[src/rtl/cla_pkg.sv]
// rtl/cla_pkg.sv - shared constants, state encoding and 4-bit carry generator for the sequential CLA adder
package cla_pkg;

    localparam int WIDTH_DEF = 64;
    localparam int SLICE_DEF = 16;
    localparam int NSLICE    = WIDTH_DEF / SLICE_DEF;
    localparam int IDX_W     = (NSLICE > 1) ? $clog2(NSLICE) : 1;

    typedef enum logic [1:0] {
        IDLE = 2'd0,
        RUN  = 2'd1,
        DONE = 2'd2
    } state_t;

    // Lookahead carries into bits 0..3 of a 4-bit group.
    function automatic logic [3:0] cla4_carries(input logic [3:0] p, input logic [3:0] g, input logic c0);
        logic [3:0] c;
        c[0] = c0;
        c[1] = g[0] | (p[0] & c0);
        c[2] = g[1] | (p[1] & g[0]) | (p[1] & p[0] & c0);
        c[3] = g[2] | (p[2] & g[1]) | (p[2] & p[1] & g[0]) | (p[2] & p[1] & p[0] & c0);
        return c;
    endfunction

endpackage

[src/rtl/cla_adder_16bit.sv]
// rtl/cla_adder_16bit.sv - slice-wide carry-lookahead adder built from 4-bit groups
module cla_adder_16bit
    import cla_pkg::*;
#(
    parameter int W = SLICE_DEF
) (
    input  logic [W-1:0] a,
    input  logic [W-1:0] b,
    input  logic         cin,
    output logic [W-1:0] s,
    output logic         cout
);

    localparam int NG = W / 4;

    logic [W-1:0]  p;
    logic [W-1:0]  g;
    logic [W-1:0]  c;
    logic [NG-1:0] gp;
    logic [NG-1:0] gg;
    logic [NG:0]   gc;

    always_comb begin
        p  = a ^ b;
        g  = a & b;
        c  = '0;
        gp = '0;
        gg = '0;
        gc = '0;
        gc[0] = cin;
        for (int j = 0; j < NG; j++) begin
            c[4*j +: 4] = cla4_carries(p[4*j +: 4], g[4*j +: 4], gc[j]);
            gp[j] = &p[4*j +: 4];
            gg[j] = g[4*j+3]
                  | (p[4*j+3] & g[4*j+2])
                  | (p[4*j+3] & p[4*j+2] & g[4*j+1])
                  | (p[4*j+3] & p[4*j+2] & p[4*j+1] & g[4*j]);
            gc[j+1] = gg[j] | (gp[j] & gc[j]);
        end
    end

    assign s    = p ^ c;
    assign cout = gc[NG];

endmodule

[src/rtl/cla_seq_adder64.sv]
// rtl/cla_seq_adder64.sv - multi-cycle adder sharing one CLA slice across NSLICE cycles
module cla_seq_adder64
    import cla_pkg::*;
#(
    parameter int WIDTH = WIDTH_DEF,
    parameter int SLICE = SLICE_DEF
) (
    input  logic             clk,
    input  logic             rst_n,
    input  logic             in_valid,
    output logic             in_ready,
    input  logic [WIDTH-1:0] a,
    input  logic [WIDTH-1:0] b,
    input  logic             cin,
    output logic             out_valid,
    input  logic             out_ready,
    output logic [WIDTH-1:0] sum,
    output logic             cout,
    output logic             overflow,
    output logic             busy
);

    localparam int NS = WIDTH / SLICE;
    localparam int IW = (NS > 1) ? $clog2(NS) : 1;
    localparam logic [IW-1:0] LAST_IDX = IW'(NS - 1);

    state_t           state;
    logic [IW-1:0]    idx;
    logic             carry;
    logic [WIDTH-1:0] a_q;
    logic [WIDTH-1:0] b_q;
    logic [WIDTH-1:0] sum_q;
    logic             in_ready_q;
    logic             out_valid_q;
    logic             busy_q;

    logic [SLICE-1:0] a_sl;
    logic [SLICE-1:0] b_sl;
    logic [SLICE-1:0] s_sl;
    logic             c_sl;

    assign a_sl = a_q[idx*SLICE +: SLICE];
    assign b_sl = b_q[idx*SLICE +: SLICE];

    cla_adder_16bit #(.W(SLICE)) u_slice (
        .a    (a_sl),
        .b    (b_sl),
        .cin  (carry),
        .s    (s_sl),
        .cout (c_sl)
    );

    // in_ready is a flop so it stays low throughout reset and only rises on the first edge after release.
    always_ff @(posedge clk or negedge rst_n) begin
        if (!rst_n) begin
            state       <= IDLE;
            idx         <= '0;
            carry       <= 1'b0;
            a_q         <= '0;
            b_q         <= '0;
            sum_q       <= '0;
            in_ready_q  <= 1'b0;
            out_valid_q <= 1'b0;
            busy_q      <= 1'b0;
        end else begin
            case (state)
                IDLE: begin
                    in_ready_q <= 1'b1;
                    if (in_valid && in_ready_q) begin
                        a_q        <= a;
                        b_q        <= b;
                        carry      <= cin;
                        idx        <= '0;
                        state      <= RUN;
                        in_ready_q <= 1'b0;
                        busy_q     <= 1'b1;
                    end
                end
                RUN: begin
                    sum_q[idx*SLICE +: SLICE] <= s_sl;
                    carry <= c_sl;
                    if (idx == LAST_IDX) begin
                        idx         <= '0;
                        state       <= DONE;
                        out_valid_q <= 1'b1;
                    end else begin
                        idx <= idx + IW'(1);
                    end
                end
                DONE: begin
                    if (out_ready) begin
                        state       <= IDLE;
                        out_valid_q <= 1'b0;
                        busy_q      <= 1'b0;
                        in_ready_q  <= 1'b1;
                    end
                end
                default: begin
                    state <= IDLE;
                end
            endcase
        end
    end

    assign in_ready  = in_ready_q;
    assign out_valid = out_valid_q;
    assign busy      = busy_q;
    assign sum       = sum_q;
    assign cout      = carry;
    assign overflow  = (a_q[WIDTH-1] == b_q[WIDTH-1]) && (sum_q[WIDTH-1] != a_q[WIDTH-1]);

endmodule

[config.mk]
export PLATFORM = sky130hd
export DESIGN_NAME = cla_seq_adder64
export DESIGN_NICKNAME = d
export VERILOG_FILES = /design/src/rtl/cla_pkg.sv /design/src/rtl/cla_adder_16bit.sv /design/src/rtl/cla_seq_adder64.sv
export SDC_FILE = /design/constraint.sdc
export NUM_CORES = 1
export LEC_CHECK = 0
export ABC_AREA = 1
export CORE_MARGIN = 1.5
export CORE_UTILIZATION = 52
export DETAILED_ROUTE_END_ITERATION = 10
export PLACE_DENSITY_LB_ADDON = 0.25
export SYNTH_ARGS = -nofsm -noshare
export SYNTH_HDL_FRONTEND = slang
export SYNTH_HIERARCHICAL = 1
export SYNTH_SLANG_ARGS = --single-unit
export TNS_END_PERCENT = 100
[constraint.sdc]
create_clock -name clk -period 4.3 [get_ports clk]
set_clock_uncertainty 0.2 [all_clocks]
set_input_delay 0.86 -clock clk [delete_from_list [all_inputs] [get_ports clk]]
set_output_delay 0.86 -clock clk [all_outputs]
set_load 0.02 [all_outputs]
== Word level (Yosys, flattened, before mapping) ==
Index checks and enable logic that the tools add are counted.

* Latch bits: 0
* Bits in registers: 200
* Word-level logic and storage cells: 160
* Memories kept: 0
* Output and inout bits: 69
* Input port bits: 133
* RAM bits: 0
* Bits in read-only memories: 0

* Equal/unequal tests: 8
* Magnitude comparators: 0
* $add $sub $neg: 2
* Shift-type cells: 4
* $mul: 0
* Divide/modulo/power cells: 0
* Reduce and logical (&&, ||, !) cells: 16
* Bitwise operators: 103
* Muxes and demuxes: 18

{| class="wikitable"
|+ Operator list
! operator !! count
|-
| indexed part select 64 x 7 -> 16 bit || 2
|-
| bitwise mux 64 bit || 1
|-
| variable shift 16 x 34 -> 64 bit, first input constant || 1
|-
| indexed part select 16 x 34 -> 64 bit || 1
|-
| AND 1 bit || 60
|-
| bitwise OR 1 bit || 40
|-
| negation 6 -> 34 bit || 1
|-
| bitwise XOR 16 bit || 2
|-
| AND 16 bit || 1
|-
| AND reduction 4 bit || 4
|-
| 2-to-1 mux 2 bit || 5
|-
| AND reduction 3 bit || 3
|-
| case mux 1 bit (2 select lines) || 4
|-
| 2-to-1 mux 1 bit || 6
|-
| != test 2 bit, second input constant || 3
|-
| case mux 2 bit (3 select lines) || 1
|-
| AND reduction 2 bit || 3
|-
| nonzero test 2 bit || 3
|-
| equality test 2 bit, second input constant || 2
|-
| case mux 2 bit (2 select lines) || 1
|-
| adder 2 x 1 -> 2 bit, second input constant || 1
|-
| equality test 2 x 1 -> 1 bit, second input constant || 1
|-
| logical AND 1 bit || 2
|-
| zero test 2 bit || 1
|-
| other kinds (2) || 2
|}

== Logic depth before layout (Yosys ltp) ==
* Word-level depth: 16
* Gate-level depth with buffers: 25
* Depth with buffers taken out: 22

== Hierarchy ==
Netlist, hierarchy kept.

{| class="wikitable"
|+ Modules (own cells, without submodules)
! module !! instances !! cells each !! area each (µm²) !! sequential area each (µm²)
|-
| cla_seq_adder64 || 1 || 1184 || 9422.8 || 5004.8
|-
| cla_adder_16bit || 1 || 103 || 743.2 || 0.0
|}

== Least setup slack after synthesis ==
No wires, ideal clock.

* Path kind: reg2reg
* Start point: reg idx[0]
* End point: reg sum_q[29], in the netlist sum[29]
* Buffers on the path: 3
* Path slack: 1143 ps
* Clock period less this slack: 3157 ps
* Data arrival time: 2892 ps
* Data required time: 4035 ps
* Setup time: 65 ps
* Cell stages (with the launch flop): 20
* Cell sequence: dfrtp_1 -> buf_6 -> inv_2 -> buf_6 -> clkbuf_1 -> o211ai_1 -> nand2_1 -> ha_1 -> a21oi_2 -> nand2_1 -> a21oi_2 -> nand2_4 -> nand2_4 -> nand2_4 -> fa_1 -> xor2_1 -> inv_1 -> nor3_1 -> nand2_1 -> nand2_1

* Elaborated cells between the ends (all ways): 102
* Classes of those cells: 1 x add/sub; 4 x shift; 1 x mux; 93 x bitwise; 3 x reduce/logical

{| class="wikitable"
|+ RTL lines
! item !! line !! text
|-
| start, declared || cla_seq_adder64.sv:28 || <nowiki>logic [IW-1:0] idx;</nowiki>
|-
| start signal, assigned || cla_seq_adder64.sv:87 || <nowiki>idx <= idx + IW'(1);</nowiki>
|-
| indexed part select 64 x 7 -> 16 bit (*) || cla_seq_adder64.sv:42 || <nowiki>assign a_sl = a_q[idx*SLICE +: SLICE];</nowiki>
|-
| named net a_sl[7] || cla_seq_adder64.sv:37 || <nowiki>logic [SLICE-1:0] a_sl;</nowiki>
|-
| bitwise XOR 16 bit || cla_adder_16bit.sv:24 || <nowiki>p = a ^ b;</nowiki>
|-
| AND 1 bit (on tied branches) || cla_adder_16bit.sv:35, cla_adder_16bit.sv:36, cla_adder_16bit.sv:37 ||
|-
| bitwise OR 1 bit (tied with other cells) || cla_adder_16bit.sv:35 || <nowiki>| (p[4*j+3] & g[4*j+2])</nowiki>
|-
| bitwise OR 1 bit or AND 1 bit (tied branches) || cla_adder_16bit.sv:36, cla_adder_16bit.sv:37 ||
|-
| bitwise OR 1 bit || cla_adder_16bit.sv:37 || <nowiki>| (p[4*j+3] & p[4*j+2] & p[4*j+1] & g[4*j]);</nowiki>
|-
| bitwise OR 1 bit (*) || cla_adder_16bit.sv:38 || <nowiki>gc[j+1] = gg[j] | (gp[j] & gc[j]);</nowiki>
|-
| AND 1 bit (*) || cla_adder_16bit.sv:38 ||
|-
| bitwise OR 1 bit (*) || cla_adder_16bit.sv:38 ||
|-
| AND 1 bit (*) || cla_pkg.sv:19 || <nowiki>c[1] = g[0] | (p[0] & c0);</nowiki>
|-
| bitwise OR 1 bit (*) || cla_pkg.sv:19 ||
|-
| bitwise XOR 16 bit (*) || cla_adder_16bit.sv:42 || <nowiki>assign s = p ^ c;</nowiki>
|-
| named net s_sl[13] || cla_seq_adder64.sv:39 || <nowiki>logic [SLICE-1:0] s_sl;</nowiki>
|-
| indexed part select 16 x 34 -> 64 bit (*) || cla_seq_adder64.sv:80 || <nowiki>sum_q[idx*SLICE +: SLICE] <= s_sl;</nowiki>
|-
| bitwise mux 64 bit (*) || cla_seq_adder64.sv:80 ||
|-
| end signal, assigned by index || cla_seq_adder64.sv:80 ||
|-
| end, declared || cla_seq_adder64.sv:32 || <nowiki>logic [WIDTH-1:0] sum_q;</nowiki>
|}

The timed path passes the listed nets; every way through them passes the cells marked *.
A chain may end at the register's enable or synchronous reset.

== Final worst setup path ==
* Start point: reg idx[1]
* End point: reg sum_q[61], in the netlist sum[61]

* Word-level cells in the longest chain between the ends: 16
* Elaborated cells between the ends (all ways): 102
* Classes of those cells: 1 x add/sub; 4 x shift; 1 x mux; 93 x bitwise; 3 x reduce/logical

{| class="wikitable"
|+ RTL lines
! item !! line
|-
| indexed part select 64 x 7 -> 16 bit (*) || cla_seq_adder64.sv:42
|-
| named net a_sl[2] || cla_seq_adder64.sv:37
|-
| AND 16 bit or bitwise XOR 16 bit (tied branches) || cla_adder_16bit.sv:25, cla_adder_16bit.sv:24
|-
| AND 1 bit (on tied branches) || cla_adder_16bit.sv:35, cla_adder_16bit.sv:36, cla_adder_16bit.sv:37
|-
| bitwise OR 1 bit (tied with other cells) || cla_adder_16bit.sv:35
|-
| bitwise OR 1 bit or AND 1 bit (tied branches) || cla_adder_16bit.sv:36, cla_adder_16bit.sv:37
|-
| bitwise OR 1 bit || cla_adder_16bit.sv:37
|-
| bitwise OR 1 bit (*) || cla_adder_16bit.sv:38
|-
| (+2 left out) || n/a
|-
| AND 1 bit (*) || cla_adder_16bit.sv:38
|-
| bitwise OR 1 bit (*) || cla_adder_16bit.sv:38
|-
| AND 1 bit (*) || cla_pkg.sv:19
|-
| bitwise OR 1 bit (*) || cla_pkg.sv:19
|-
| bitwise XOR 16 bit (*) || cla_adder_16bit.sv:42
|-
| named net s_sl[13] || cla_seq_adder64.sv:39
|-
| indexed part select 16 x 34 -> 64 bit (*) || cla_seq_adder64.sv:80
|-
| bitwise mux 64 bit (*) || cla_seq_adder64.sv:80
|}

Marked as above.

==> flow_metrics.py <==
metrics = {
    "setup_path": {
        "rr_worst_depth": 18,
        "worstPathArrival_ps": 3850,
        "critPathKind": "reg2reg",
        "r2r_slack_ps": 630,
        "cp-endpoint": "sum[61]$_DFFE_PN0P_",
        "critPathLaunch": "idx[1]$_DFFE_PN0P_",
        "reg2reg_from": "idx[1]$_DFFE_PN0P_",
        "cp.required_ps": 4480,
        "start_kind": "flip-flop",
        "crit_fanout": 48,
        "r2r-end": "sum[61]$_DFFE_PN0P_",
        "cp-end-kind": "flip-flop",
    },
    "die": {
        "io_pins": 202,
        "num_rows": 50,
        "core_mm2": 0.0190,
        "die_h_um": 143,
        "fp.dieW_um": 143,
        "start_util_pct": 53.6,
        "die-area_mm2": 0.0204,
    },
    "sta": {
        "period_share_pct": 85.4,
        "tns_ps": 0,
        "fin_crit_ps": 3670,
        "setup_viol": 0,
        "fmax_mhz": 272,
        "drv_slew": 0,
        "rsz0062_at_grt": "false",
        "tightest_slew_ps": 1030,
        "finalHoldViolations": 0,
        "relSlewSlack_pct": 31.2,
    },
    "placement": {
        "place_area_mm2": 0.0122,
        "port_buffers": 201,
        "routabilityCongestion": 0.894,
        "dp_hpwl_mm": 19.2,
        "dp_cells": 1682,
    },
    "logic_synthesis": {
        "synthesis.nets": 1445,
        "syn-cell-area_mm2": 0.0102,
        "ys_seq_elements": 200,
        "synthFlopType": "dfrtp_1",
        "yosysSeqAreaShare_pct": 49.2,
        "syn_inst": 1287,
        "synth-edff-count": 0,
        "avgSynthCellArea_um2": 7.90,
        "ys_warn_count": 6,
        "async_reset_ff_share_pct": 100,
        "synth_cell_type_count": 37,
    },
    "global_routing": {
        "grt_usage_pct": 27.3,
        "grt_first_pass_wirelength_mm": 43.2,
        "grt_overflow": 0,
        "antenna_found_initial": 0,
        "grt_max_degree": 131,
        "first_global_vias": 8382,
    },
    "final_layout": {
        "fill_cells": 1582,
        "drive_gt1_share_pct": 5.03,
        "final_cell_mix": "536 x nand2_1, 200 x clkdlybuf4s50_1, 199 x dfrtp_1",
        "final_net_count": 1599,
        "antenna_cells": 0,
        "finalNonFillerCells": 1710,
        "fin_area_mm2": 0.0128,
        "mostFrequentLayoutCell": "nand2_1",
        "area_growth_syn_to_layout_pct": 25.9,
    },
    "cts": {
        "cts_resized": 0,
        "post-cts-setup-buffer-count": 0,
        "htree_levels": 4,
        "cts-root-buf": "clkbuf_16",
        "cts_hold_buf": 0,
        "cts_tree": "done",
        "numCtsBuffers": 17,
        "cts_buffer_depth": 2,
        "clock-sinks": 200,
        "clkSlewWorstSetupHoldPaths_ps": 70,
        "clock_latency_ps": 440,
    },
    "detailed_routing": {
        "wire_per_inst_um": 15.6,
        "drc": 0,
        "dr.pass1.iters": 6,
        "antenna_left": 0,
        "vias": 8884,
        "viasPerCell": 5.20,
        "drt_iter0_drc": 656,
        "wl_mm": 26.7,
    },
    "run": {
        "drv_cap": 0,
    },
    "power": {
        "leakagePower_nw": 6.67,
        "ir_drop_mv": 0.525,
        "power_density_mw_per_mm2": 869,
    },
    "hold_path": {
        "min-delay-path-class": "in2async",
    },
    "outcome": {
        "status": "finished, final reports clean",
    },
}
==> power breakdown <==
group	switching (mW)	internal (mW)
Combinational	4.08	2.18
Sequential	0.582	2.66
Clock	0.687	0.917
==> sequential cells by signal, summed over array words and instances, names as in the netlist <==
register   count
a_q           64
b_q           64
busy           1
cout           1
idx            2
in_ready       1
out_valid      1
state          2
sum           64
==> cells by family (layout without fill, tap and decap cells) <==
family	after synthesis	after routing	synth area share, %
buffers and inverters	154	317	7.29
adders and majority gates	25	25	3.37
DFF	200	200	49.2
AOI/OAI and AO/OA	80	80	4.97
and+or+nand+nor	819	819	34.4
xor gates and xnor gates	9	9	0.775
==> area by class of cell <==
| cell class | instances | area (um2) | area share, % |
|---|---|---|---|
| flip-flops and latches | 200 | 5010 | 39.1 |
| well taps | 260 | 325 | 2.54 |
| clock inverters | 8 | 126 | 0.988 |
| repair buffers | 214 | 2180 | 17.0 |
| clock buffers | 20 | 447 | 3.49 |
| multi-input cells | 933 | 4420 | 34.5 |
| inverters | 75 | 294 | 2.30 |
==> cell usage after synthesis (2+ instances only) <==
cell,instances,share of area [%]
a21oi_1,7,0.34
a21oi_2,4,0.34
buf_1,4,0.15
buf_2,38,1.9
buf_4,12,0.89
buf_6,8,0.89
clkbuf_1,17,0.63
dfrtp_1,200,49
fa_1,4,0.79
ha_1,21,2.6
inv_1,71,2.6
inv_2,2,0.074
inv_6,2,0.17
nand2_1,536,20
nand2_2,4,0.25
nand2_4,5,0.55
nand3_1,156,7.7
nand3_4,3,0.52
nor2_1,86,3.2
nor2_2,2,0.12
nor2_4,2,0.22
nor2_8,3,0.59
nor3_1,16,0.79
o211ai_1,33,2.4
o21ai_0,32,1.6
xnor2_1,2,0.17
xor2_1,7,0.60
==> worst max-delay path: stages (launching register included) <==
cell and delay, ps:
dfrtp_2 950, buf_4 310, o211ai_1 140, nand2_1 140, ha_1 280, nand2_1 100, inv_2 40, nand3_2 60
nand2_2 80, nand2_2 80, nand2_4 70, nand2_4 70, nand2_4 70, fa_1 390, xor2_1 200, inv_1 70
nor3_1 210, nand2_1 90, nand2_1 60
==> how the worst min path moves through the flow <==
stage	to
after global routing	b_q[57]$_DFFE_PN0P_
after global placement	b_q[13]$_DFFE_PN0P_
final	sum[59]$_DFFE_PN0P_
after detailed placement	a_q[3]$_DFFE_PN0P_
after CTS	a_q[3]$_DFFE_PN0P_
after floorplan	a_q[0]$_DFFE_PN0P_
==> per-layer routing <==
metal / up-vias / track usage [%] / share of wire (%)
met5: - / 0 / 0
met2: 314 / 42.9 / 46
met3: 32 / 5.03 / 6.1
met4: 0 / 6.40 / 1.3
met1: 4154 / 39.4 / 47
li1: 4384 / - / -
==> per-stage QoR <==
| stage | hold WS, ps | utilization [%] | setup slack (ps) | total power, mW |
|---|---|---|---|---|
| after floorplan | 237 | - | 1140 | 7.62 |
| after global placement | 249 | 64.5 | 777 | 9.30 |
| after detailed placement | 253 | 64.5 | 684 | 9.47 |
| after CTS | 270 | 67.5 | 669 | 11.1 |
| after global routing | 288 | 67.5 | 412 | 12.0 |
| final | 264 | 67.5 | 628 | 11.1 |
Power figures use the tool's default switching activity.
